--- src/rtl/id_ex_issue_ctrl_pkg.sv ---
// rtl/id_ex_issue_ctrl_pkg.sv - pipe_ctrl_pkg: control-word bit map, NOP word, issue FSM states
package pipe_ctrl_pkg;
    localparam int CW_ALUSRC1     = 12;
    localparam int CW_ALUSRC2     = 11;
    localparam int CW_ALUOP_HI    = 10;
    localparam int CW_ALUOP_LO    = 7;
    localparam int CW_RTRD        = 6;
    localparam int CW_MEMREAD     = 5;
    localparam int CW_MEMWRITE    = 4;
    localparam int CW_REGWRITE    = 3;
    localparam int CW_MEMTOREG_HI = 2;
    localparam int CW_MEMTOREG_LO = 1;
    localparam int CW_BRANCH      = 0;

    localparam logic [12:0] CW_NOP = 13'h0000;

    typedef enum logic [1:0] {
        ST_RUN      = 2'd0,
        ST_LU_STALL = 2'd1,
        ST_FLUSH    = 2'd2
    } issue_state_e;
endpackage

--- src/rtl/id_ex_issue_ctrl_if.sv ---
// rtl/id_ex_issue_ctrl_if.sv - ID instruction in / ID-EX control word out bundle
interface id_ex_issue_ctrl_if #(
    parameter int CW_W  = 13,
    parameter int REG_W = 5
);
    logic             id_valid;
    logic [CW_W-1:0]  id_ctrl_in;
    logic [REG_W-1:0] id_rs;
    logic [REG_W-1:0] id_rt;
    logic [REG_W-1:0] id_rd;
    logic             id_uses_rs;
    logic             id_uses_rt;
    logic [CW_W-1:0]  ex_ctrl_out;
    logic             bubble;

    modport master (
        output id_valid, id_ctrl_in, id_rs, id_rt, id_rd, id_uses_rs, id_uses_rt,
        input  ex_ctrl_out, bubble
    );

    modport slave (
        input  id_valid, id_ctrl_in, id_rs, id_rt, id_rd, id_uses_rs, id_uses_rt,
        output ex_ctrl_out, bubble
    );
endinterface

--- src/rtl/id_ex_hazard_cmp.sv ---
// rtl/id_ex_hazard_cmp.sv - load-use compare of ID source regs against last issued load dest
module id_ex_hazard_cmp #(
    parameter int REG_W = 5
) (
    input  logic             id_valid,
    input  logic             id_uses_rs,
    input  logic             id_uses_rt,
    input  logic [REG_W-1:0] id_rs,
    input  logic [REG_W-1:0] id_rt,
    input  logic [REG_W-1:0] ex_dest,
    input  logic             ex_memread,
    output logic             lu_hit
);
    assign lu_hit = id_valid & ex_memread & (ex_dest != '0) &
                    ((id_uses_rs & (id_rs == ex_dest)) | (id_uses_rt & (id_rt == ex_dest)));
endmodule

--- src/rtl/id_ex_issue_ctrl.sv ---
// rtl/id_ex_issue_ctrl.sv - ID-stage issue controller: pass/bubble/flush into ID/EX
// Optional statistics counters under `HAZARD_STATS_EN.
module id_ex_issue_ctrl
    import pipe_ctrl_pkg::*;
#(
    parameter int CW_W            = 13,
    parameter int REG_W           = 5,
    parameter int LU_STALL_CYCLES = 1,
    parameter int FLUSH_CYCLES    = 1
`ifdef HAZARD_STATS_EN
    ,
    parameter int CNT_W           = 16
`endif
) (
    input  logic              clk,
    input  logic              reset,
    id_ex_issue_ctrl_if.slave bus,
    input  logic              ex_branch_taken,
    input  logic              ext_stall,
    output logic              pc_hold,
    output logic              ifid_hold,
    output logic              ifid_flush
`ifdef HAZARD_STATS_EN
    ,
    output logic [CNT_W-1:0]  stall_cnt,
    output logic [CNT_W-1:0]  flush_cnt
`endif
);
    issue_state_e     state_q, state_d;
    logic [1:0]       cnt_q, cnt_d;
    logic [REG_W-1:0] ex_dest_q, ex_dest_d;
    logic             ex_memread_q, ex_memread_d;
    logic [CW_W-1:0]  out_cw;
    logic             out_bubble;
    logic             lu_hit;
`ifdef HAZARD_STATS_EN
    logic             stall_ev, flush_ev;
    logic [CNT_W-1:0] stall_cnt_q, stall_cnt_d, flush_cnt_q, flush_cnt_d;
`endif

    id_ex_hazard_cmp #(.REG_W(REG_W)) u_cmp (
        .id_valid   (bus.id_valid),
        .id_uses_rs (bus.id_uses_rs),
        .id_uses_rt (bus.id_uses_rt),
        .id_rs      (bus.id_rs),
        .id_rt      (bus.id_rt),
        .ex_dest    (ex_dest_q),
        .ex_memread (ex_memread_q),
        .lu_hit     (lu_hit)
    );

    always_comb begin
        state_d      = state_q;
        cnt_d        = cnt_q;
        ex_dest_d    = '0;
        ex_memread_d = 1'b0;
        out_cw       = CW_NOP;
        out_bubble   = 1'b1;
        pc_hold      = 1'b0;
        ifid_hold    = 1'b0;
        ifid_flush   = 1'b0;
`ifdef HAZARD_STATS_EN
        stall_ev     = 1'b0;
        flush_ev     = 1'b0;
`endif
        if (ex_branch_taken) begin
            ifid_flush = 1'b1;
`ifdef HAZARD_STATS_EN
            flush_ev   = 1'b1;
`endif
            if (FLUSH_CYCLES > 1) begin
                state_d = ST_FLUSH;
                cnt_d   = 2'(FLUSH_CYCLES - 1);
            end else begin
                state_d = ST_RUN;
                cnt_d   = 2'd0;
            end
        end else if (ext_stall) begin
            // Downstream is frozen, so the load in EX stays there: keep its shadow.
            pc_hold      = 1'b1;
            ifid_hold    = 1'b1;
            ex_dest_d    = ex_dest_q;
            ex_memread_d = ex_memread_q;
        end else if (state_q == ST_RUN && lu_hit) begin
            pc_hold   = 1'b1;
            ifid_hold = 1'b1;
`ifdef HAZARD_STATS_EN
            stall_ev  = 1'b1;
`endif
            if (LU_STALL_CYCLES > 1) begin
                state_d = ST_LU_STALL;
                cnt_d   = 2'(LU_STALL_CYCLES - 1);
            end
        end else if (state_q == ST_LU_STALL) begin
            pc_hold   = 1'b1;
            ifid_hold = 1'b1;
`ifdef HAZARD_STATS_EN
            stall_ev  = 1'b1;
`endif
            cnt_d     = cnt_q - 2'd1;
            if (cnt_q == 2'd1) state_d = ST_RUN;
        end else if (state_q == ST_FLUSH) begin
            ifid_flush = 1'b1;
`ifdef HAZARD_STATS_EN
            flush_ev   = 1'b1;
`endif
            cnt_d      = cnt_q - 2'd1;
            if (cnt_q == 2'd1) state_d = ST_RUN;
        end else if (bus.id_valid) begin
            out_cw       = bus.id_ctrl_in;
            out_bubble   = 1'b0;
            ex_dest_d    = bus.id_ctrl_in[CW_RTRD] ? bus.id_rd : bus.id_rt;
            ex_memread_d = bus.id_ctrl_in[CW_MEMREAD];
        end

        if (!reset) begin
            out_cw     = CW_NOP;
            out_bubble = 1'b1;
            pc_hold    = 1'b0;
            ifid_hold  = 1'b0;
            ifid_flush = 1'b0;
        end
    end

`ifdef HAZARD_STATS_EN
    always_comb begin
        stall_cnt_d = stall_cnt_q;
        flush_cnt_d = flush_cnt_q;
        if (stall_ev && stall_cnt_q != '1) stall_cnt_d = stall_cnt_q + 1'b1;
        if (flush_ev && flush_cnt_q != '1) flush_cnt_d = flush_cnt_q + 1'b1;
    end

    always_ff @(posedge clk or negedge reset) begin
        if (!reset) begin
            stall_cnt_q <= '0;
            flush_cnt_q <= '0;
        end else begin
            stall_cnt_q <= stall_cnt_d;
            flush_cnt_q <= flush_cnt_d;
        end
    end

    assign stall_cnt = stall_cnt_q;
    assign flush_cnt = flush_cnt_q;
`endif

    always_ff @(posedge clk or negedge reset) begin
        if (!reset) begin
            state_q      <= ST_RUN;
            cnt_q        <= 2'd0;
            ex_dest_q    <= '0;
            ex_memread_q <= 1'b0;
        end else begin
            state_q      <= state_d;
            cnt_q        <= cnt_d;
            ex_dest_q    <= ex_dest_d;
            ex_memread_q <= ex_memread_d;
        end
    end

    assign bus.ex_ctrl_out = out_cw;
    assign bus.bubble      = out_bubble;
endmodule

--- src/flat_wrapper.sv ---
// flat-port wrapper written by rule: the top's interface ports become plain ports
module id_ex_issue_ctrl_flat import pipe_ctrl_pkg::*;
#(
    parameter int CW_W            = 13,
    parameter int REG_W           = 5,
    parameter int LU_STALL_CYCLES = 1,
    parameter int FLUSH_CYCLES    = 1

)
  (clk, reset, ex_branch_taken, ext_stall, pc_hold, ifid_hold, ifid_flush, bus_id_valid, bus_id_ctrl_in, bus_id_rs, bus_id_rt, bus_id_rd, bus_id_uses_rs, bus_id_uses_rt, bus_ex_ctrl_out, bus_bubble);
  id_ex_issue_ctrl_if #(.CW_W(CW_W), .REG_W(REG_W)) bus_i ();
  input  logic clk;
  input  logic reset;
  input  logic ex_branch_taken;
  input  logic ext_stall;
  output logic pc_hold;
  output logic ifid_hold;
  output logic ifid_flush;
  input wire logic [$bits(bus_i.id_valid)-1:0] bus_id_valid;
  input wire logic [$bits(bus_i.id_ctrl_in)-1:0] bus_id_ctrl_in;
  input wire logic [$bits(bus_i.id_rs)-1:0] bus_id_rs;
  input wire logic [$bits(bus_i.id_rt)-1:0] bus_id_rt;
  input wire logic [$bits(bus_i.id_rd)-1:0] bus_id_rd;
  input wire logic [$bits(bus_i.id_uses_rs)-1:0] bus_id_uses_rs;
  input wire logic [$bits(bus_i.id_uses_rt)-1:0] bus_id_uses_rt;
  output wire logic [$bits(bus_i.ex_ctrl_out)-1:0] bus_ex_ctrl_out;
  output wire logic [$bits(bus_i.bubble)-1:0] bus_bubble;
  assign bus_i.id_valid = bus_id_valid;
  assign bus_i.id_ctrl_in = bus_id_ctrl_in;
  assign bus_i.id_rs = bus_id_rs;
  assign bus_i.id_rt = bus_id_rt;
  assign bus_i.id_rd = bus_id_rd;
  assign bus_i.id_uses_rs = bus_id_uses_rs;
  assign bus_i.id_uses_rt = bus_id_uses_rt;
  assign bus_ex_ctrl_out = bus_i.ex_ctrl_out;
  assign bus_bubble = bus_i.bubble;
  id_ex_issue_ctrl #(.CW_W(CW_W), .REG_W(REG_W), .LU_STALL_CYCLES(LU_STALL_CYCLES), .FLUSH_CYCLES(FLUSH_CYCLES)) u_core (.clk(clk), .reset(reset), .bus(bus_i), .ex_branch_taken(ex_branch_taken), .ext_stall(ext_stall), .pc_hold(pc_hold), .ifid_hold(ifid_hold), .ifid_flush(ifid_flush));
endmodule
--- config.mk ---
export PLATFORM = sky130hd
export DESIGN_NAME = id_ex_issue_ctrl_flat
export DESIGN_NICKNAME = d
export VERILOG_FILES = /design/src/rtl/id_ex_issue_ctrl_pkg.sv /design/src/rtl/id_ex_issue_ctrl_if.sv /design/src/rtl/id_ex_hazard_cmp.sv /design/src/rtl/id_ex_issue_ctrl.sv /design/src/flat_wrapper.sv
export SDC_FILE = /design/constraint.sdc
export NUM_CORES = 1
export LEC_CHECK = 0
export CELL_PAD_IN_SITES_DETAIL_PLACEMENT = 1
export CELL_PAD_IN_SITES_GLOBAL_PLACEMENT = 1
export CORE_MARGIN = 5
export CORE_UTILIZATION = 21
export CTS_CLUSTER_DIAMETER = 30
export DETAILED_ROUTE_END_ITERATION = 12
export PLACE_DENSITY_LB_ADDON = 0.1
export SLEW_MARGIN = 20
export SYNTH_ARGS = -nofsm -noshare
export SYNTH_HDL_FRONTEND = slang
export SYNTH_SLANG_ARGS = --single-unit
--- constraint.sdc ---
create_clock -name clk -period 2.37 [get_ports clk]
set_input_delay 0.474 -clock clk [delete_from_list [all_inputs] [get_ports clk]]
set_output_delay 0.474 -clock clk [all_outputs]
set_load 0.005 [all_outputs]
Yosys cells after proc, flatten, opt, wreduce, memory -nomap -nowiden
Cells that the tools add are included.
Cells by class
  add/subtract/negate cells: 1
  multiply operators: 0
  divide/modulo/power cells: 0
  $lt $le $gt $ge: 0
  equal/unequal tests: 7
  shift operators: 0
  multiplexer cells: 49
  bitwise operators: 6
  reductions and logical operators: 5
Operators with widths (count)
  $mux W13: 7
  $mux W5: 7
  $mux W1: 24
  $mux W2: 11
  $eq A5 B5 Y1: 2
  $and A1 B1 Y1: 5
  $reduce_bool A5 Y1: 1
  $eq A2 B1 Y1 const B: 2
  $ne A2 B2 Y1 const B: 2
  $reduce_and A3 Y1: 1
  $reduce_bool A3 Y1: 1
  $eq A2 B2 Y1 const B: 1
  $logic_not A2 Y1: 1
  $sub A2 B1 Y2 const B: 1
  $logic_and A1 B1 Y1: 1
  $or A1 B1 Y1: 1
Storage, ports and cells
  register bits after elaboration: 10
  bits in latches: 0
  memory bits (writable): 0
  memory bits (read-only): 0
  word-level logic and storage cells: 72
  memories kept: 0

Depth between registers and ports, before layout
Gate-level depths: netlist of the first run.
  depth in word-level cells: 9
  depth in mapped cells: 5

Hierarchy
From an unflattened synthesis of the first run, not the netlist that was laid out.
Unflattened totals
  cell total of the unflattened synthesis: 73
  area total of the unflattened synthesis: 578.1 µm²
Modules (own cells, without submodules)
  id_ex_issue_ctrl: instances 1, cells an instance 56, area an instance 442.9 µm², seq. area each 150.1 µm²
  id_ex_hazard_cmp: instances 1, cells an instance 17, area an instance 135.1 µm², seq. area each 0.0 µm²

Least setup slack after synthesis of the first run
Ideal clock, no wire load.
  path type: reg-to-output
  start point: register u_core.ex_dest_q[0]
  end point: output port pc_hold
  arrival: 1601 ps
  data required time: 1896 ps
  setup slack: 295 ps
  cell stages (with the launch flop): 6
  buffers on the path: 2
  cells stage by stage: dfrtp_1 -> or3_1 -> o311a_1 -> buf_6 -> a41o_1 -> buf_4
Between the ends
  word-level cells in the longest chain between the ends: 9
Ends and longest elaborated chain
  from (decl): RTL line id_ex_issue_ctrl.sv:31  | logic [REG_W-1:0] ex_dest_q, ex_dest_d;
  from (signal assigned): RTL line id_ex_issue_ctrl.sv:156  | ex_dest_q <= ex_dest_d;
  $eq A5 B5 Y1: RTL line id_ex_hazard_cmp.sv:15  | ((id_uses_rs & (id_rs == ex_dest)) | (id_uses_rt & (id_rt == ex_dest)));
  $and A1 B1 Y1: RTL line id_ex_hazard_cmp.sv:15
  $or A1 B1 Y1: RTL line id_ex_hazard_cmp.sv:15
  $and A1 B1 Y1 *: RTL line id_ex_hazard_cmp.sv:14  | assign lu_hit = id_valid & ex_memread & (ex_dest != '0) &
  $logic_and A1 B1 Y1 *: RTL line id_ex_issue_ctrl.sv:84  | end else if (state_q == ST_RUN && lu_hit) begin
  $mux W1 * (4 in series)
  to (decl): RTL line flat_wrapper.sv:16  | output logic pc_hold;
Every way passes the cells marked *; elsewhere a longest branch is shown, timed or not.

Final worst setup path of the first run
  start point: register u_core.ex_dest_q[0]
  end point: output port ifid_hold
Between the ends
  word-level cells in the longest chain between the ends: 9
Ends and longest elaborated chain
  $eq A5 B5 Y1: RTL line id_ex_hazard_cmp.sv:15
  $and A1 B1 Y1: RTL line id_ex_hazard_cmp.sv:15
  $or A1 B1 Y1: RTL line id_ex_hazard_cmp.sv:15
  $and A1 B1 Y1 *: RTL line id_ex_hazard_cmp.sv:14
  $logic_and A1 B1 Y1 *: RTL line id_ex_issue_ctrl.sv:84
  $mux W1 *: RTL line id_ex_issue_ctrl.sv:84
  $mux W1 *: RTL line id_ex_issue_ctrl.sv:78  | end else if (ext_stall) begin
  $mux W1 *: RTL line id_ex_issue_ctrl.sv:66  | if (ex_branch_taken) begin
  $mux W1 *: RTL line id_ex_issue_ctrl.sv:116  | if (!reset) begin
  to (decl): RTL line flat_wrapper.sv:17  | output logic ifid_hold;
Marked as above.

==> results of run 1 <==
through the flow:
stage / TNS, ps / setup slack, ps
6_report: 0 / 28.30
5_1_grt: -39.36 / -27.54
4_1_cts: -43.31 / -23.09
3_5_place_dp: -6564 / -441.4
3_3_place_gp: -5996 / -410.7
2_1_floorplan: 0 / 295.3
power breakdown:
part           internal (mW)  leakage (nW)  switching, mW
combinational          0.123         0.577         0.0749
sequential             0.111        0.0801        0.00900
clock                 0.0572        0.0138         0.0352
total                  0.291         0.671          0.119
synthesized netlist by cell type (all sizes together):
library cell	n	share of area (%)
and3	1	0.93
o22ai	1	0.93
clkbuf	6	3.3
a41o	1	1.5
nor3b	1	1.1
or3	1	0.93
buf	4	4.1
o21ai	6	4.4
nand2	10	5.6
a21oi	13	9.6
nand3	13	9.6
nand4	2	1.9
o311a	1	1.5
inv	1	0.56
a21o	1	1.1
nor2b	1	0.93
dfrtp	6	22
xnor2	10	13
o21bai	1	1.1
a2bb2oi	5	6.5
and2	1	0.93
mux2	5	8.3
cells in the final DEF (no fill, tap or decap), drive strengths merged, types with 2 or more instances in the layout:
cell,instances
o21ai,6
dlymetal6s2s,2
nand2,10
dfrtp,6
nand3,13
clkbuf,5
nand4,2
xnor2,10
dlygate4sd2,9
a2bb2oi,5
a21oi,13
clkdlybuf4s50,24
buf,39
mux2,5
critical path, cell delays in order (launching register included):
cell and delay (ps):
dfrtp_1 390, or3_4 380, o311a_4 340, a41o_1 270, buf_4 140, buf_6 100
cell families after synthesis:
family	Yosys count	share of synthesized area, %
DFF	6	22.22
muxes	5	8.333
AOI/OAI and AO/OA	29	26.67
and+or+nand+nor	30	21.85
xor gates and xnor gates	10	12.96
buffers and inverters	11	7.961
how the worst max path moves through the flow:
| stage | from | end |
|---|---|---|
| 6_report | u_core.ex_dest_q[0] | ifid_hold |
| 5_1_grt | u_core.ex_dest_q[0] | ifid_hold |
| 2_1_floorplan | u_core.ex_dest_q[0] | pc_hold |
| 4_1_cts | u_core.ex_dest_q[0] | ifid_hold |
| 3_3_place_gp | bus_id_rt[0] | bus_bubble |
| 3_5_place_dp | bus_id_rt[0] | bus_bubble |
final cells by class:
class                   count  area [sq um]  area share (%)
multi-input cells          74         543.0           37.94
well taps                  44         55.05           3.846
flip-flops and latches      6         150.1           10.49
repair buffers             76         656.9           45.89
inverters                   1         3.754          0.2622
clock buffers               3         22.52           1.573
metal layers:
metal / vias to the layer above / share of wire, % / wire [microns] / GRT usage [%]
met3: 6 / 7.2 / 220 / 3.710
met4: 0 / 2.0 / 60 / 5.330
met2: 37 / 45 / 1388 / 23.27
li1: 464 / - / - / -
met5: - / 0 / 0 / 0
met1: 456 / 45 / 1383 / 17.44
what timing repair did:
item,CTS,global route
cloned,1,1
buffers inserted,6,1
hold endpoints to repair,0,0
gates resized for setup,82,12
pin swaps,8,8
setup endpoints to repair,16,12
flip-flops by register name, summed over array words and instances (netlist names):
register / cells
u_core.ex_dest_q: 5
u_core.ex_memread_q: 1
==> results.sh, run 1 <==
export IMPL_cts_tree="done"
export IMPL_diodes=0
export IMPL_yosysWarnings=0
export IMPL_power_leakage_nw=0.6712
export IMPL_setup_viol=0
export IMPL_drt_pass1_iter_count=4
export IMPL_dieArea_sq_mm=0.004452
export IMPL_p_per_area_mw_per_mm2=286.2
export IMPL_dr_total_vias=963
export IMPL_hold_depth=3
export IMPL_placed_cells=192
export IMPL_grt_total_usage_pct=14.13
export IMPL_start_util_pct=21.95
export IMPL_timing_worst_setup_path_type="reg -> out"
export IMPL_endpoint_kind="output port"
export IMPL_layout_nets=197
export IMPL_yosys_register_bits=6
export IMPL_cts_sinks=6
export IMPL_die_h_microns=66.72
export IMPL_achievable_frequency_ghz=0.4270
export IMPL_min_delay_start="u_core.ex_memread_q"
export IMPL_cts_max_level=1
export IMPL_synth_avg_cell_area_sq_um=7.425
export IMPL_path_max_fanout=3
export IMPL_overflow=0
export IMPL_synth_nets=126
export IMPL_min_to="u_core.ex_memread_q"
export IMPL_hpwlAfterDp_mm=2.430
export IMPL_drt_wl_total_mm=3.052
export IMPL_fin_skew_ps=4.263
export IMPL_synthCells=91
export IMPL_grt_pass1_vias=1017
export IMPL_core_area_sq_mm=0.003078
export IMPL_netlist_area_sq_um=675.6
export IMPL_port_buffers=51
export IMPL_slew_headroom_pct=74.09
export IMPL_layout_drive_gt1_share_pct=36.25
export IMPL_outcome="finished clean"
export IMPL_drc=0
export IMPL_regToRegSetupSlack_ps=670
export IMPL_drtIter0Drc=22
export IMPL_grt_first_pass_wirelength_mm=4.802
export IMPL_vdd_drop_max_mv=0.1980
export IMPL_final_util_pct=46.50
export IMPL_r2r_start="u_core.ex_dest_q[0]"
export IMPL_drv_slew=0
export IMPL_rsz0062_at_grt="true"
export IMPL_die_w_microns=66.72
export IMPL_antenna_found_initial=0
export IMPL_syn2layout_area_growth_pct=111.9
export IMPL_drv_cap=0
export IMPL_hold_buffers=0
export IMPL_gp_congestion=0.7290
export IMPL_cp_required_ps=1900
export IMPL_numCtsBuffers=3
export IMPL_final_hold_viol_count=0
export IMPL_ant_nets=0
export IMPL_n_fill_cell=392
export IMPL_cts_root_buffer="clkbuf_4"
export IMPL_cts_clk_slew_worst_paths_ps=50
export IMPL_hold_slack_ps=612.7
export IMPL_fin_crit_sh_pct=98.81
export IMPL_p_total_mw=0.4097
export IMPL_final_cells=204
export IMPL_ys_seq_area_share_pct=22.22
export IMPL_timing_rr_end="u_core.ex_dest_q[0]"
export IMPL_worstHoldPathType="reg -> reg"
export IMPL_worstMarginPinSlew_ps=387.8
export IMPL_num_rows=20
export IMPL_wl_per_cell_microns=14.96
export IMPL_cp_arrival_ps=1870
export IMPL_io_pins=52
export IMPL_final_cell_area_sq_mm=0.001431
export IMPL_min_period_ps=2342
export IMPL_grt_max_degree=17
export IMPL_via_per_inst=4.721
export IMPL_post_synth_num_cell_types=25
export IMPL_critPathLaunchType="flip-flop"
export IMPL_reg2regPathDepth=8
export IMPL_placed_cell_area_sq_mm=0.001329
export IMPL_worstSkewPairLatency_ps=240
export IMPL_cts_buffer_depth=2
Power figures use the tool's default switching activity.
==> run 2, diff against run 1 <==
CTS_CLUSTER_DIAMETER = 50   (was 30)
==> results of run 2 <==
No change in the layout: final DEF, timing and power equal those of run 1.
==> run 3, diff against run 2 <==
CORE_MARGIN = 2   (was 5)
==> run 3 against run 2 <==
  * Non-clock buffer count shrank 2
  * Largest power group unchanged
  * Flip-flop and latch count is the same
  * Register-to-register slack got worse by 60 ps
  * Highest routed layer unchanged
==> results.sh, run 3 (synthesis results as in run 1) <==
export IMPL_outcome="finished clean"
export IMPL_cts_max_level=1
export IMPL_cts_buffer_depth=2
export IMPL_wl_per_cell_microns=14.82
export IMPL_grt_first_pass_wirelength_mm=4.823
export IMPL_core_area_sq_mm=0.003053
export IMPL_worstHoldPathType="in -> async"
export IMPL_rsz0062_at_grt="true"
export IMPL_drc=0
export IMPL_grt_pass1_vias=1020
export IMPL_cp_required_ps=1900
export IMPL_dr_total_vias=954
export IMPL_final_hold_viol_count=0
export IMPL_worstPathCellList="or3_1 -> o311a_1 -> buf_6 -> buf_8 -> a21oi_2 -> buf_2"
export IMPL_cts_clk_slew_worst_paths_ps=50
export IMPL_endpoint_kind="output port"
export IMPL_critPathLaunchType="flip-flop"
export IMPL_regMostFlops="u_core.ex_dest_q"
export IMPL_worstSkewPairLatency_ps=260
export IMPL_die_w_microns=60.72
export IMPL_path_max_fanout=8
export IMPL_max_stage_delay_ps=390
export IMPL_io_pins=52
export IMPL_gp_congestion=0.8030
export IMPL_drtIter0Drc=9
export IMPL_diodes=0
export IMPL_reg_top3="u_core.ex_dest_q: 5 flops, u_core.ex_memread_q: 1 flops"
export IMPL_timing_worst_setup_path_type="reg -> out"
export IMPL_start_util_pct=22.13
export IMPL_final_cell_area_sq_mm=0.001478
export IMPL_cts_sinks=6
export IMPL_slew_headroom_pct=73.83
export IMPL_grt_max_degree=21
export IMPL_cts_tree="done"
export IMPL_critPathLaunch="u_core.ex_dest_q[0]"
export IMPL_power_leakage_nw=0.6741
export IMPL_achievable_frequency_ghz=0.4256
export IMPL_min_period_ps=2350
export IMPL_hold_slack_ps=551.9
export IMPL_worstMarginPinSlew_ps=391.7
export IMPL_setup_viol=0
export IMPL_num_rows=20
export IMPL_hold_buffers=0
export IMPL_drv_cap=0
export IMPL_drv_slew=0
export IMPL_drt_pass1_iter_count=3
export IMPL_die_h_microns=60.72
export IMPL_numCtsBuffers=3
export IMPL_largest_register_ffs=5
export IMPL_hpwlAfterDp_mm=2.235
export IMPL_port_buffers=51
export IMPL_layout_nets=195
export IMPL_syn2layout_area_growth_pct=118.7
export IMPL_fin_skew_ps=7.208
export IMPL_layout_drive_gt1_share_pct=41.77
export IMPL_fin_crit_sh_pct=99.14
export IMPL_final_common_cell="clkdlybuf4s50_1"
export IMPL_p_per_area_mw_per_mm2=285.3
export IMPL_overflow=0
export IMPL_ant_nets=0
export IMPL_via_per_inst=4.723
export IMPL_antenna_found_initial=0
export IMPL_slowest_stage="or3_1"
export IMPL_vdd_drop_max_mv=0.1552
export IMPL_placed_cell_area_sq_mm=0.001329
export IMPL_dieArea_sq_mm=0.003687
export IMPL_grt_total_usage_pct=17.79
export IMPL_cp_arrival_ps=1880
export IMPL_mostFrequentLayoutCells="clkdlybuf4s50_1 (25), buf_2 (16), nand3_1 (13), buf_4 (13), a21oi_2 (12)"
export IMPL_r2r_start="u_core.ex_dest_q[1]"
export IMPL_drt_wl_total_mm=2.993
export IMPL_cts_root_buffer="clkbuf_4"
==> run 3: cell count changes in the layout (fill, tap and decap cells not counted), moves of 2 or more <==
cell,previous run,this run
buf_2,14,16
buf_4,16,13
a21oi_1,11,0
a21oi_2,2,12
buf_6,8,5
buf_8,0,3
==> run 3: worst max-delay path, delay by kind of cell (launching register included) <==
| kind | cells | cell delay [ps] |
|---|---|---|
| flip-flops | 1 | 370 |
| buffers and inverters | 3 | 390 |
| AO/OA/AOI/OAI | 2 | 470 |
| AND/OR/NAND/NOR | 1 | 390 |
==> run 3: cell type report <==
class | count | area [sq um]
clock buffer | 3 | 22.52
fill | 374 | 1575
inverter | 1 | 3.754
multi-input combinational | 74 | 569.3
sequential | 6 | 150.1
tap | 44 | 55.05
timing repair buffer | 74 | 676.9
==> run 3: timing repair <==
item / 4_1_cts / 5_1_grt
pin swaps: 20 / 10
resized for setup: 94 / 10
setup endpoints to repair: 16 / 16
buffers inserted: 6 / 0
gates cloned: 1 / 0
hold endpoints to repair: 0 / 0
==> run 3: power by group <==
group / switching (mW) / internal, mW
logic: 0.0769 / 0.125
clock network: 0.0432 / 0.0577
registers: 0.00807 / 0.111
total: 0.128 / 0.293
==> run 3: worst paths after layout <==
path	to	slack (ps)	cells past startpoint
worst max-delay path	bus_ex_ctrl_out[1]	20	6
worst min-delay path	u_core.ex_memread_q	550	2
worst max register to register	u_core.ex_dest_q[2]	610	8
worst min register to register	u_core.ex_memread_q	600	3
max in group asynchronous	u_core.ex_dest_q[2]	1550	3
min in group clk	u_core.ex_memread_q	600	3
==> run 3: routing by layer <==
| metal | up-vias | track usage (%) | wire (microns) |
|---|---|---|---|
| met5 | - | 0 | 0 |
| li1 | 460 | - | - |
| met3 | 5 | 1.493 | 121 |
| met4 | 0 | 7.453 | 51 |
| met1 | 461 | 21.30 | 1253 |
| met2 | 28 | 32.41 | 1566 |
==> run 3: per-stage QoR <==
step | util [%] | setup TNS, ps | instances | power, mW | setup WS, ps
2_1_floorplan | - | 0 | 91 | 0.1876 | 295.3
3_3_place_gp | 43.52 | -5276 | 192 | 0.2943 | -365.3
3_5_place_dp | 43.52 | -6095 | 192 | 0.2988 | -414.8
4_1_cts | 46.64 | -381.0 | 202 | 0.4188 | -47.69
5_1_grt | 48.40 | -434.7 | 202 | 0.4509 | -54.68
6_report | 48.40 | 0 | 202 | 0.4216 | 20.49
